$ cat src/rtl/clock_set_ctrl.sv
// clock_set_ctrl: pushbutton-driven run/set controller for a min:sec counter.
//   Purpose: debounces two active-low keys and sequences RUN -> SET_MIN ->
//   SET_SEC -> RUN on KEY[0] presses. In RUN it generates the 1 s count tick
//   from a prescaler and clears the counter on a KEY[1] press. In the set
//   modes a KEY[1] press increments the selected digit pair and BLINK flashes.
//   Optional feature macro: CLOCK_SET_AUTOREPEAT_EN (KEY[1] auto-repeat in the
//   set modes). The default build has no repeat logic.
//   Ports:
//     CLK      in   system clock, rising edge
//     RST      in   asynchronous reset, active low
//     KEY[1:0] in   raw pushbuttons, pressed = 0 (KEY[0] mode, KEY[1] adjust)
//     SW[9:0]  in   SW[0] = 1 enables run counting, SW[9:1] unused
//     TICK     out  one-cycle count enable
//     INC_SEC  out  one-cycle seconds increment
//     INC_MIN  out  one-cycle minutes increment
//     CLR      out  one-cycle counter clear
//     MODE     out  00 RUN, 01 SET_MIN, 10 SET_SEC
//     BLINK    out  blink phase for the digits being set
//
// state   | meaning
// RUN     | prescaler free-runs while SW[0]=1, KEY[1] clears the counter
// SET_MIN | KEY[1] increments minutes, BLINK active, prescaler held at 0
// SET_SEC | KEY[1] increments seconds, BLINK active, prescaler held at 0
module clock_set_ctrl #(
  parameter int TICK_DIV      = 50000000,
  parameter int DEB_CYCLES    = 1000000,
  parameter int REPEAT_CYCLES = 25000000
) (
  input  logic       CLK,
  input  logic       RST,
  input  logic [1:0] KEY,
  input  logic [9:0] SW,
  output logic       TICK,
  output logic       INC_SEC,
  output logic       INC_MIN,
  output logic       CLR,
  output logic [1:0] MODE,
  output logic       BLINK
);

  localparam int PW = $clog2(TICK_DIV);
  localparam int BW = $clog2(TICK_DIV / 2 + 1);
  localparam int DW = $clog2(DEB_CYCLES + 1);
  localparam logic [PW-1:0] PRESC_MAX = PW'(TICK_DIV - 1);
  localparam logic [BW-1:0] HALF_MAX  = BW'(TICK_DIV / 2 - 1);
  localparam logic [DW-1:0] DEB_MAX   = DW'(DEB_CYCLES - 1);

  typedef enum logic [1:0] {RUN = 2'b00, SET_MIN = 2'b01, SET_SEC = 2'b10} mode_e;

  logic [1:0]    sync1_q, sync2_q;
  logic [1:0]    deb_q, deb_d;
  logic [DW-1:0] deb_cnt_q [2];
  logic [DW-1:0] deb_cnt_d [2];
  logic [1:0]    press;

  mode_e         mode_q, mode_d;
  logic [PW-1:0] presc_q, presc_d;
  logic [BW-1:0] blink_cnt_q, blink_cnt_d;
  logic          blink_q, blink_d;
  logic          tick_q, tick_d, inc_sec_q, inc_sec_d, inc_min_q, inc_min_d, clr_q, clr_d;
  logic          rpt_fire;

  logic unused_sw;
  assign unused_sw = ^SW[9:1];

  // Debounce: the counter tracks consecutive cycles of disagreement between
  // the synchronized key and the accepted level; any agreeing cycle restarts it.
  always_comb begin
    deb_d = deb_q;
    press = '0;
    for (int k = 0; k < 2; k++) begin
      deb_cnt_d[k] = '0;
      if (sync2_q[k] != deb_q[k]) begin
        if (deb_cnt_q[k] == DEB_MAX) begin
          deb_d[k] = sync2_q[k];
          press[k] = ~sync2_q[k];
        end else begin
          deb_cnt_d[k] = deb_cnt_q[k] + 1'b1;
        end
      end
    end
  end

  always_ff @(posedge CLK or negedge RST) begin
    if (!RST) begin
      sync1_q <= 2'b11;
      sync2_q <= 2'b11;
      deb_q   <= 2'b11;
      for (int k = 0; k < 2; k++) deb_cnt_q[k] <= '0;
    end else begin
      sync1_q <= KEY;
      sync2_q <= sync1_q;
      deb_q   <= deb_d;
      for (int k = 0; k < 2; k++) deb_cnt_q[k] <= deb_cnt_d[k];
    end
  end

`ifdef CLOCK_SET_AUTOREPEAT_EN
  localparam int RW = $clog2(REPEAT_CYCLES + 1);
  localparam logic [RW-1:0] RPT_MAX = RW'(REPEAT_CYCLES - 1);

  logic [RW-1:0] rpt_cnt_q;
  logic          rpt_act_q;
  logic          rpt_held;

  // Repeat stays armed only while KEY[1] remains accepted-low after a press
  // taken in a set mode; a release or a mode change disarms it.
  assign rpt_held = rpt_act_q & ~deb_d[1] & ~press[0];
  assign rpt_fire = rpt_held && (rpt_cnt_q == RPT_MAX);

  always_ff @(posedge CLK or negedge RST) begin
    if (!RST) begin
      rpt_cnt_q <= '0;
      rpt_act_q <= 1'b0;
    end else if (press[1] && !press[0] && mode_q != RUN) begin
      rpt_cnt_q <= '0;
      rpt_act_q <= 1'b1;
    end else if (rpt_held) begin
      rpt_cnt_q <= rpt_fire ? '0 : rpt_cnt_q + 1'b1;
    end else begin
      rpt_cnt_q <= '0;
      rpt_act_q <= 1'b0;
    end
  end
`else
  logic [31:0] unused_rpt_cycles;
  assign unused_rpt_cycles = REPEAT_CYCLES;
  assign rpt_fire = 1'b0;
`endif

  // A mode press takes priority; a KEY[1] press in the same cycle is dropped.
  always_comb begin
    mode_d      = mode_q;
    presc_d     = presc_q;
    blink_cnt_d = blink_cnt_q;
    blink_d     = blink_q;
    tick_d      = 1'b0;
    inc_sec_d   = 1'b0;
    inc_min_d   = 1'b0;
    clr_d       = 1'b0;
    if (press[0]) begin
      presc_d     = '0;
      blink_d     = 1'b1;
      blink_cnt_d = HALF_MAX;
      unique case (mode_q)
        RUN:     mode_d = SET_MIN;
        SET_MIN: mode_d = SET_SEC;
        default: begin
          mode_d  = RUN;
          blink_d = 1'b0;
        end
      endcase
    end else begin
      unique case (mode_q)
        RUN: begin
          blink_d     = 1'b0;
          blink_cnt_d = '0;
          if (press[1]) begin
            clr_d   = 1'b1;
            presc_d = '0;
          end else if (SW[0]) begin
            if (presc_q == PRESC_MAX) begin
              presc_d = '0;
              tick_d  = 1'b1;
            end else begin
              presc_d = presc_q + 1'b1;
            end
          end
        end
        default: begin
          presc_d = '0;
          if (blink_cnt_q == '0) begin
            blink_cnt_d = HALF_MAX;
            blink_d     = ~blink_q;
          end else begin
            blink_cnt_d = blink_cnt_q - 1'b1;
          end
          if (press[1] || rpt_fire) begin
            inc_min_d = (mode_q == SET_MIN);
            inc_sec_d = (mode_q == SET_SEC);
          end
        end
      endcase
    end
  end

  always_ff @(posedge CLK or negedge RST) begin
    if (!RST) begin
      mode_q      <= RUN;
      presc_q     <= '0;
      blink_cnt_q <= '0;
      blink_q     <= 1'b0;
      tick_q      <= 1'b0;
      inc_sec_q   <= 1'b0;
      inc_min_q   <= 1'b0;
      clr_q       <= 1'b0;
    end else begin
      mode_q      <= mode_d;
      presc_q     <= presc_d;
      blink_cnt_q <= blink_cnt_d;
      blink_q     <= blink_d;
      tick_q      <= tick_d;
      inc_sec_q   <= inc_sec_d;
      inc_min_q   <= inc_min_d;
      clr_q       <= clr_d;
    end
  end

  assign TICK    = tick_q;
  assign INC_SEC = inc_sec_q;
  assign INC_MIN = inc_min_q;
  assign CLR     = clr_q;
  assign MODE    = mode_q;
  assign BLINK   = blink_q;

endmodule

$ cat config.mk
export PLATFORM = sky130hd
export DESIGN_NAME = clock_set_ctrl
export DESIGN_NICKNAME = d
export VERILOG_FILES = /design/src/rtl/clock_set_ctrl.sv
export SDC_FILE = /design/constraint.sdc
export NUM_CORES = 1
export LEC_CHECK = 0
export BUFFER_PORTS_ARGS = -buffer_cell sky130_fd_sc_hd__buf_2
export CAP_MARGIN = 20
export CORE_UTILIZATION = 60
export CTS_BUF_LIST = sky130_fd_sc_hd__clkbuf_8 sky130_fd_sc_hd__clkbuf_16
export CTS_CLUSTER_SIZE = 28
export DETAILED_ROUTE_END_ITERATION = 8
export PLACE_DENSITY = 0.86
export SYNTH_ARGS = -nofsm -noshare
export SYNTH_HDL_FRONTEND = slang
export SYNTH_SLANG_ARGS = --single-unit
$ cat constraint.sdc
create_clock -name CLK -period 2.9 [get_ports CLK]
set_clock_uncertainty 0.2 [all_clocks]
set_input_delay 0.435 -clock CLK [delete_from_list [all_inputs] [get_ports CLK]]
set_output_delay 0.435 -clock CLK [all_outputs]
set_load 0.005 [all_outputs]
==> flow_summary.html, run 1 <==
<table>
<tr><th>Metric</th><th>Value</th></tr>
<tr><th colspan="2">Status</th></tr>
<tr><td>Run status</td><td>completed</td></tr>
<tr><th colspan="2">Setup path</th></tr>
<tr><td>Setup crit start kind</td><td>flip-flop</td></tr>
<tr><td>Largest driver fanout on the critical path</td><td>8</td></tr>
<tr><td>Data required time of the worst path</td><td>2960 ps</td></tr>
<tr><td>Arrival @ worst endpoint</td><td>2710 ps</td></tr>
<tr><td>Worst setup EP type</td><td>flip-flop</td></tr>
<tr><td>Critical path class</td><td>flip-flop to flip-flop</td></tr>
<tr><th colspan="2">Timing</th></tr>
<tr><td>Number of max-slew violations in the final report</td><td>0</td></tr>
<tr><td>Time the final worst path needs with I/O delays and setup</td><td>2650 ps</td></tr>
<tr><td>Worst Max-Slew Pin Slew</td><td>956 ps</td></tr>
<tr><td>Fmax achieved</td><td>377 MHz</td></tr>
<tr><td>Final worst hold slack</td><td>between 150 and 200 ps</td></tr>
<tr><td>Relative slew slack</td><td>0.362</td></tr>
<tr><td>Setup TNS</td><td>0 ps</td></tr>
<tr><td>Post-route fraction of the period consumed by the critical path</td><td>0.914</td></tr>
<tr><td>Worst setup margin</td><td>250 ps</td></tr>
<tr><td>Final Setup Violations</td><td>0</td></tr>
<tr><td>RSZ-0062 raised after global routing</td><td>no</td></tr>
<tr><td>Number of failing hold endpoints at the final stage</td><td>0</td></tr>
<tr><th colspan="2">Job</th></tr>
<tr><td>Maximum capacitance violations</td><td>0</td></tr>
<tr><th colspan="2">Placement</th></tr>
<tr><td>Setup slack after placement</td><td>263 ps</td></tr>
<tr><td>Post-DP Area</td><td>roughly 5300 µm²</td></tr>
<tr><td>Port Buffer Count</td><td>11</td></tr>
<tr><td>Final weighted congestion in routability-driven placement</td><td>0.872</td></tr>
<tr><td>Post-detail-place hpwl</td><td>6.98 mm</td></tr>
<tr><th colspan="2">Synth</th></tr>
<tr><td>Avg Cell Area, Syn</td><td>just under 10 µm²</td></tr>
<tr><td>Syn Inst Count</td><td>523</td></tr>
<tr><td>Post-synth EDFFs</td><td>0</td></tr>
<tr><td>Number of synthesis warnings</td><td>0</td></tr>
<tr><td>Async set-reset flop share out of synthesis</td><td>1.00</td></tr>
<tr><td>Dominant synthesized flop cell</td><td>sky130_fd_sc_hd__dfrtp_1</td></tr>
<tr><td>Number of distinct library cells after synthesis</td><td>52</td></tr>
<tr><td>Total standard cell area after synthesis</td><td>5170 µm²</td></tr>
<tr><td>Net count after synthesis</td><td>541</td></tr>
<tr><td>Share of synthesized area occupied by flip-flops and latches</td><td>0.505</td></tr>
<tr><td>Synthesis-stage register bit count</td><td>roughly 100</td></tr>
<tr><th colspan="2">Power and ir drop</th></tr>
<tr><td>Ratio of total power to cell area</td><td>~460 nW/µm²</td></tr>
<tr><td>Peak supply drop</td><td>between 300 and 400 µV</td></tr>
<tr><td>Share of total power in the clock network</td><td>0.354</td></tr>
<tr><td>Switch share</td><td>0.244</td></tr>
<tr><td>Internal power</td><td>1.95 mW</td></tr>
<tr><td>Switching Power</td><td>~0.63 mW</td></tr>
<tr><td>Lkg Pwr</td><td>2.55 nW</td></tr>
<tr><td>Comb pwr share</td><td>0.051</td></tr>
<tr><td>Sequential Power Share</td><td>0.595</td></tr>
<tr><th colspan="2">Global routing</th></tr>
<tr><td>Peak-usage layer in the global routing report</td><td>met2</td></tr>
<tr><td>Largest net degree at the start of global routing</td><td>57</td></tr>
<tr><td>Vias in the first global route</td><td>3,776</td></tr>
<tr><td>Global routing usage on met2</td><td>0.415</td></tr>
<tr><td>Met1 GRT Util</td><td>0.316</td></tr>
<tr><td>Antenna violations before repair</td><td>0</td></tr>
<tr><td>Global-route met3 utilization</td><td>0.0467</td></tr>
<tr><td>Total GRT Usage</td><td>0.245</td></tr>
<tr><td>Final global-route overflow total</td><td>0</td></tr>
<tr><td>Global-route wire length before repair</td><td>approximately 17 mm</td></tr>
<tr><th colspan="2">Clock tree</th></tr>
<tr><td>Number of buffers created by CTS</td><td>9</td></tr>
<tr><td>Clock transition at the registers of the reported paths</td><td>100 ps</td></tr>
<tr><td>TritonCTS clock tree</td><td>done</td></tr>
<tr><td>H-tree depth</td><td>3</td></tr>
<tr><td>Buffer cell driving the clock tree root</td><td>sky130_fd_sc_hd__clkbuf_8</td></tr>
<tr><td>Insertion delay of the later-clocked pin in the worst-skew pair</td><td>370 ps</td></tr>
<tr><td>Clk sinks</td><td>104</td></tr>
<tr><td>Maximum count of clock buffers along a single path</td><td>2</td></tr>
<tr><th colspan="2">Finish</th></tr>
<tr><td>Fraction of final layout cells sized beyond drive strength 1</td><td>0.112</td></tr>
<tr><td>Net count of the finished layout</td><td>559</td></tr>
<tr><td>Ant diodes</td><td>0</td></tr>
<tr><td>Core occupancy in the finished layout</td><td>0.674</td></tr>
<tr><td>Area growth from synthesis to layout</td><td>7.72%</td></tr>
<tr><td>Final non-filler cell area</td><td>about 5600 µm²</td></tr>
<tr><th colspan="2">Floorplanning</th></tr>
<tr><td>Initial standard-cell utilization of the core</td><td>0.626</td></tr>
<tr><td>Placeable core region</td><td>8260 µm²</td></tr>
<tr><td># IOs</td><td>21</td></tr>
<tr><td>Die area</td><td>between 8000 and 9000 µm²</td></tr>
<tr><td>Chip Width</td><td>94.8 µm</td></tr>
<tr><td>Die Y</td><td>94.8 µm</td></tr>
<tr><td># rows</td><td>33</td></tr>
<tr><th colspan="2">Routing</th></tr>
<tr><td>DRC violation total after the first TritonRoute iteration</td><td>181</td></tr>
<tr><td>Final Routed Wirelength</td><td>9.89 mm</td></tr>
<tr><td>Number of remaining DRC errors</td><td>0</td></tr>
<tr><td>Overall via count from detail_route</td><td>3,839</td></tr>
<tr><td>Vias per inst</td><td>5.90</td></tr>
<tr><td>Count of antenna-violating nets left after detailed routing</td><td>0</td></tr>
<tr><td>Wirelength per Cell</td><td>between 15 and 20 µm</td></tr>
<tr><td>First-pass iteration count of the detailed router</td><td>5</td></tr>
<tr><th colspan="2">Min path</th></tr>
<tr><td>Worst min path class</td><td>flip-flop to flip-flop</td></tr>
</table>
==> power by group through the flow <==
stage                     logic [mW]  registers [mW]  clock network (mW)
after detailed placement       0.132            1.57                   0
after floorplan               0.0796            1.56                   0
after global routing           0.156            1.54               0.994
after CTS                      0.136            1.54               0.941
final                          0.132            1.54               0.914
after global placement         0.126            1.56                   0
==> logic make-up (layout without fill, tap and decap cells) <==
group | after synthesis | count (layout) | synth area share
AND/OR/NAND/NOR | 260 | 260 | 0.261
flip-flops | 104 | 104 | 0.505
XOR/XNOR | 75 | 75 | 0.127
AO/OA/AOI/OAI | 57 | 57 | 0.0719
buffers and inverters | 21 | 44 | 0.0215
adder cells (fa/ha/maj) | 4 | 4 | 0.00968
multiplexers | 2 | 2 | 0.00436
==> worst paths after layout <==
check                                     from         endpoint  slack, ps  cells after the start
worst max-delay path            blink_cnt_q[0]  blink_cnt_q[23]        250                      8
worst min-delay path                sync1_q[0]       sync2_q[0]        150                      0
worst max register to register  blink_cnt_q[0]  blink_cnt_q[23]        250                      8
worst min register to register      sync1_q[0]       sync2_q[0]        150                      0
max in group asynchronous                  RST       presc_q[1]       1270                      3
min in group asynchronous                  RST   blink_cnt_q[4]        450                      2
==> timing repair <==
action	in CTS	in global routing
buffers inserted	0	0
endpoints found under the hold margin	50	0
resized for setup	0	0
hold buffers	3	0
==> final cells by class <==
class	instances	area, µm²
Clock buffer	9	124
Clock inverter	7	76.3
Fill cell	654	2690
Inverter	7	26.3
Multi-Input combinational cell	398	2450
Sequential cell	104	2610
Tap cell	105	131
Timing Repair Buffer	21	153
==> per-layer routing <==
| metal | wire length (µm) | vias to the layer above | share of wire |
|---|---|---|---|
| met4 | 142 | 0 | 0.014 |
| met1 | 4440 | 1904 | 0.45 |
| met2 | 4960 | 77 | 0.50 |
| met3 | 348 | 14 | 0.035 |
| met5 | 0 | - | 0 |
| li1 | - | 1844 | - |
==> state kept, by name, indices dropped and copies added (netlist names), 2 cells and up <==
signal,flops
blink_cnt_q,25
deb_q,2
sync2_q,2
presc_q,26
MODE,2
sync1_q,2
deb_cnt_q,40
==> Yosys cell counts (4+ instances only) <==
master	number	area, µm²
sky130_fd_sc_hd__dfstp_2	6	158
sky130_fd_sc_hd__nor3_1	12	60.1
sky130_fd_sc_hd__nand4_1	15	93.8
sky130_fd_sc_hd__inv_1	7	26.3
sky130_fd_sc_hd__a211oi_1	6	45.0
sky130_fd_sc_hd__nand3_1	31	155
sky130_fd_sc_hd__or2_2	6	37.5
sky130_fd_sc_hd__o31ai_1	4	30.0
sky130_fd_sc_hd__o21ai_0	11	55.1
sky130_fd_sc_hd__xor2_1	31	272
sky130_fd_sc_hd__and3_1	17	106
sky130_fd_sc_hd__ha_1	4	50.1
sky130_fd_sc_hd__and2_1	9	56.3
sky130_fd_sc_hd__nand2_1	40	150
sky130_fd_sc_hd__a2111oi_2	4	60.1
sky130_fd_sc_hd__dfrtp_1	98	2450
sky130_fd_sc_hd__or3_1	8	50.1
sky130_fd_sc_hd__buf_6	4	45.0
sky130_fd_sc_hd__nor4_1	7	43.8
sky130_fd_sc_hd__xnor2_1	44	385
sky130_fd_sc_hd__nor2_1	88	330
sky130_fd_sc_hd__a21oi_1	22	110
sky130_fd_sc_hd__clkbuf_1	7	26.3
==> through the flow <==
step / std cells / power (mW)
after CTS: 651 / 2.61
after global routing: 651 / 2.69
after detailed placement: 632 / 1.70
final: 651 / 2.58
after floorplan: 523 / 1.64
after global placement: 632 / 1.69
==> worst max-delay path, cell delays in order (launching register included) <==
cell and delay, ps:
sky130_fd_sc_hd__dfrtp_1 420, sky130_fd_sc_hd__inv_1 80, sky130_fd_sc_hd__ha_1 240, sky130_fd_sc_hd__or4b_4 510, sky130_fd_sc_hd__nor4b_4 370, sky130_fd_sc_hd__and4_2 330
sky130_fd_sc_hd__nor2b_1 70, sky130_fd_sc_hd__nand2_1 240, sky130_fd_sc_hd__nor2_1 100
==> layout by cell type (no fill, tap or decap), drive strengths merged, types with 6 or more instances in the layout <==
master,n
a211oi,7
a21oi,23
and2,9
and3,17
buf,18
clkbuf,9
dfrtp,98
dfstp,6
inv,10
nand2,41
nand3,31
nand4,15
nor2,88
nor3,12
nor4,9
o21ai,14
or2,6
or3,8
xnor2,44
xor2,31
Power figures use the tool's default switching activity.
==> run 2: changes to the inputs <==
==> constraint.sdc (replaced) <==
create_clock -name CLK -period 3.4 [get_ports CLK]
set_clock_uncertainty 0.2 [all_clocks]
set_input_delay 0.68 -clock CLK [delete_from_list [all_inputs] [get_ports CLK]]
set_output_delay 0.68 -clock CLK [all_outputs]
set_load 0.005 [all_outputs]
==> run 2 against run 1 <==
Flip-flop and latch count is the same. Clock power shrank 17%. Die area is the same. Sequential share of layout area grew 0.25 points. Utilization shrank 0.36 points. Combinational power shrank 15%. Power shrank 15%. Non-clock buffer count shrank 4. Hold slack gained 6.4 ps. Critical path type unchanged. Critical endpoint is now blink_cnt_q[6].
==> flow_summary.html, run 2 (synthesis results as in run 1) <==
<table>
<tr><th>Metric</th><th>Value</th></tr>
<tr><th colspan="2">Placement</th></tr>
<tr><td>Post-detail-place hpwl</td><td>6.47 mm</td></tr>
<tr><td>Post-DP Area</td><td>between 5000 and 6000 µm²</td></tr>
<tr><td>Port Buffer Count</td><td>11</td></tr>
<tr><td>Final weighted congestion in routability-driven placement</td><td>0.816</td></tr>
<tr><th colspan="2">Setup path</th></tr>
<tr><td>Data required time of the worst path</td><td>3480 ps</td></tr>
<tr><td>FF-to-FF Start</td><td>deb_cnt_q[20]</td></tr>
<tr><td>Critical path class</td><td>flip-flop to flip-flop</td></tr>
<tr><td>Cell count of the worst reg-to-reg path</td><td>7</td></tr>
<tr><td>CP max stage delay</td><td>about 740 ps</td></tr>
<tr><td>Minimum setup slack among reg-to-reg paths</td><td>between 500 and 600 ps</td></tr>
<tr><td>Crit Reg-Reg Endpoint</td><td>blink_cnt_q[6]</td></tr>
<tr><td>Worst setup EP type</td><td>flip-flop</td></tr>
<tr><td>Largest driver fanout on the critical path</td><td>13</td></tr>
<tr><td>Endpoint of the worst setup timing path</td><td>blink_cnt_q[6]</td></tr>
<tr><td>Arrival @ worst endpoint</td><td>2940 ps</td></tr>
<tr><td>Cells along the critical path</td><td>ha_1 &gt; and2_1 &gt; nand4_1 &gt; or3_1 &gt; nor2b_1 &gt; nand2_1 &gt; a21oi_1</td></tr>
<tr><td>Crit path from</td><td>deb_cnt_q[20]</td></tr>
<tr><td>Crit path buffers/inverters</td><td>0</td></tr>
<tr><td>Setup crit start kind</td><td>flip-flop</td></tr>
<tr><td>Cell type group with the largest total delay on the critical path</td><td>simple AND/OR/NAND/NOR gates</td></tr>
<tr><td>Total stage count of the critical path</td><td>7</td></tr>
<tr><td>Critical Path Slowest Stage Cell</td><td>sky130_fd_sc_hd__nor2b_1</td></tr>
<tr><th colspan="2">Global routing</th></tr>
<tr><td>Antenna violations before repair</td><td>0</td></tr>
<tr><td>Total GRT Usage</td><td>0.234</td></tr>
<tr><td>Final global-route overflow total</td><td>0</td></tr>
<tr><td>Global-route wire length before repair</td><td>between 15 and 20 mm</td></tr>
<tr><td>Largest net degree at the start of global routing</td><td>87</td></tr>
<tr><td>Vias in the first global route</td><td>roughly 3,700</td></tr>
<tr><th colspan="2">Routing</th></tr>
<tr><td>Count of antenna-violating nets left after detailed routing</td><td>0</td></tr>
<tr><td>Vias per inst</td><td>a little under 6</td></tr>
<tr><td>First-pass iteration count of the detailed router</td><td>4</td></tr>
<tr><td>Number of remaining DRC errors</td><td>0</td></tr>
<tr><td>Overall via count from detail_route</td><td>3,833</td></tr>
<tr><td>Wirelength per Cell</td><td>14.6 µm</td></tr>
<tr><td>DRC violation total after the first TritonRoute iteration</td><td>160</td></tr>
<tr><td>Final Routed Wirelength</td><td>9.47 mm</td></tr>
<tr><th colspan="2">Clock tree</th></tr>
<tr><td>Insertion delay of the later-clocked pin in the worst-skew pair</td><td>360 ps</td></tr>
<tr><td>TritonCTS clock tree</td><td>done</td></tr>
<tr><td>Maximum count of clock buffers along a single path</td><td>2</td></tr>
<tr><td>Number of buffers created by CTS</td><td>9</td></tr>
<tr><td>Number of hold buffers added after CTS</td><td>0</td></tr>
<tr><td>Number of buffers added for setup after CTS</td><td>0</td></tr>
<tr><td>H-tree depth</td><td>3</td></tr>
<tr><td>Clock transition at the registers of the reported paths</td><td>approximately 90 ps</td></tr>
<tr><td>Clk sinks</td><td>104</td></tr>
<tr><td>Cells resized by post-CTS repair</td><td>0</td></tr>
<tr><td>Buffer cell driving the clock tree root</td><td>sky130_fd_sc_hd__clkbuf_8</td></tr>
<tr><th colspan="2">Min path</th></tr>
<tr><td>Number of stages on the worst hold path</td><td>0</td></tr>
<tr><td>Worst min path class</td><td>flip-flop to flip-flop</td></tr>
<tr><th colspan="2">Floorplanning</th></tr>
<tr><td># IOs</td><td>21</td></tr>
<tr><td>Initial standard-cell utilization of the core</td><td>0.626</td></tr>
<tr><td>Die Y</td><td>94.8 µm</td></tr>
<tr><td>Chip Width</td><td>between 90 and 100 µm</td></tr>
<tr><td># rows</td><td>33</td></tr>
<tr><td>Die area</td><td>8990 µm²</td></tr>
<tr><td>Placeable core region</td><td>8260 µm²</td></tr>
<tr><th colspan="2">Timing</th></tr>
<tr><td>Number of max-slew violations in the final report</td><td>0</td></tr>
<tr><td>Final Setup Violations</td><td>0</td></tr>
<tr><td>Setup TNS</td><td>0 ps</td></tr>
<tr><td>RSZ-0062 raised after global routing</td><td>no</td></tr>
<tr><td>Number of failing hold endpoints at the final stage</td><td>0</td></tr>
<tr><td>Post-route fraction of the period consumed by the critical path</td><td>0.843</td></tr>
<tr><td>Time the final worst path needs with I/O delays and setup</td><td>approximately 2900 ps</td></tr>
<tr><td>Relative slew slack</td><td>0.367</td></tr>
<tr><td>Fmax achieved</td><td>349 MHz</td></tr>
<tr><td>Worst Max-Slew Pin Slew</td><td>950 ps</td></tr>
<tr><th colspan="2">Status</th></tr>
<tr><td>Run status</td><td>completed</td></tr>
<tr><th colspan="2">Finish</th></tr>
<tr><td>Flip-flop count of the largest register after layout</td><td>40</td></tr>
<tr><td>Net count of the finished layout</td><td>around 560</td></tr>
<tr><td>Number of fillers in the final layout</td><td>640</td></tr>
<tr><td>Reg with most FFs</td><td>deb_cnt_q</td></tr>
<tr><td>Top flop regs</td><td>deb_cnt_q (40), presc_q (26), blink_cnt_q (25)</td></tr>
<tr><td>Final non-filler cell area</td><td>between 5000 and 6000 µm²</td></tr>
<tr><td>Fraction of final layout cells sized beyond drive strength 1</td><td>0.105</td></tr>
<tr><td>Most used cells in the layout excluding fill and tap cells</td><td>sky130_fd_sc_hd__dfrtp_1 (98), sky130_fd_sc_hd__nor2_1 (88), sky130_fd_sc_hd__xnor2_1 (44)</td></tr>
<tr><td>Most common cell after layout, fill and taps aside</td><td>sky130_fd_sc_hd__dfrtp_1</td></tr>
<tr><td>Ant diodes</td><td>0</td></tr>
<tr><td>Area growth from synthesis to layout</td><td>7.14%</td></tr>
<tr><th colspan="2">Power and ir drop</th></tr>
<tr><td>Lkg Pwr</td><td>2.55 nW</td></tr>
<tr><td>Final Total Pwr</td><td>around 2.2 mW</td></tr>
<tr><td>Ratio of total power to cell area</td><td>slightly below 400 nW/µm²</td></tr>
<tr><td>Peak supply drop</td><td>239 µV</td></tr>
<tr><th colspan="2">Job</th></tr>
<tr><td>Maximum capacitance violations</td><td>0</td></tr>
</table>
==> run 2: cell types whose count changed in the layout (fill, tap and decap cells not counted) <==
cell / before / now
sky130_fd_sc_hd__buf_12: 1 / 0
sky130_fd_sc_hd__buf_16: 0 / 1
sky130_fd_sc_hd__buf_4: 7 / 5
sky130_fd_sc_hd__clkbuf_8: 9 / 10
sky130_fd_sc_hd__clkinv_2: 2 / 1
sky130_fd_sc_hd__clkinv_4: 0 / 1
sky130_fd_sc_hd__clkinvlp_4: 1 / 0
sky130_fd_sc_hd__dlygate4sd3_1: 3 / 1
sky130_fd_sc_hd__inv_1: 7 / 9
sky130_fd_sc_hd__inv_6: 2 / 1
sky130_fd_sc_hd__inv_8: 1 / 0
==> run 2: through the flow <==
stage                     setup slack, ps  cells  hold WS (ps)  utilization
final                                 533    647           159        0.671
after global routing                  291    647           163        0.671
after CTS                             509    644           160        0.665
after detailed placement              564    628           147        0.641
after global placement                617    628           146        0.641
after floorplan                      1050    523           145            -
==> run 2: power by group <==
part           total, mW  internal [mW]  switching [mW]
combinational      0.112         0.0411          0.0713
clock              0.758          0.358           0.400
sequential          1.32           1.28          0.0400
==> run 2: worst min-delay path by stage <==
stage	start	to
floorplan	sync1_q[0]	sync2_q[0]
global placement	sync1_q[0]	sync2_q[0]
detailed placement	sync1_q[0]	sync2_q[0]
CTS	sync1_q[0]	sync2_q[0]
global route	sync1_q[0]	sync2_q[0]
finish	sync1_q[0]	sync2_q[0]
==> run 2: per-layer routing <==
layer / up-vias / GRT usage / share of wire
met5: - / 0 / 0
met4: 0 / 0.0657 / 0.016
met3: 17 / 0.0499 / 0.032
met2: 78 / 0.397 / 0.50
met1: 1896 / 0.303 / 0.45
li1: 1842 / - / -
==> run 2: final cells by class <==
class	instances	area (µm²)	share of cell area
Sequential cell	104	2610	0.471
Clock buffer	10	138	0.0248
Timing Repair Buffer	17	125	0.0226
Clock inverter	6	60.1	0.0108
Inverter	7	26.3	0.00474
Multi-Input combinational cell	398	2450	0.442
Tap cell	105	131	0.0237
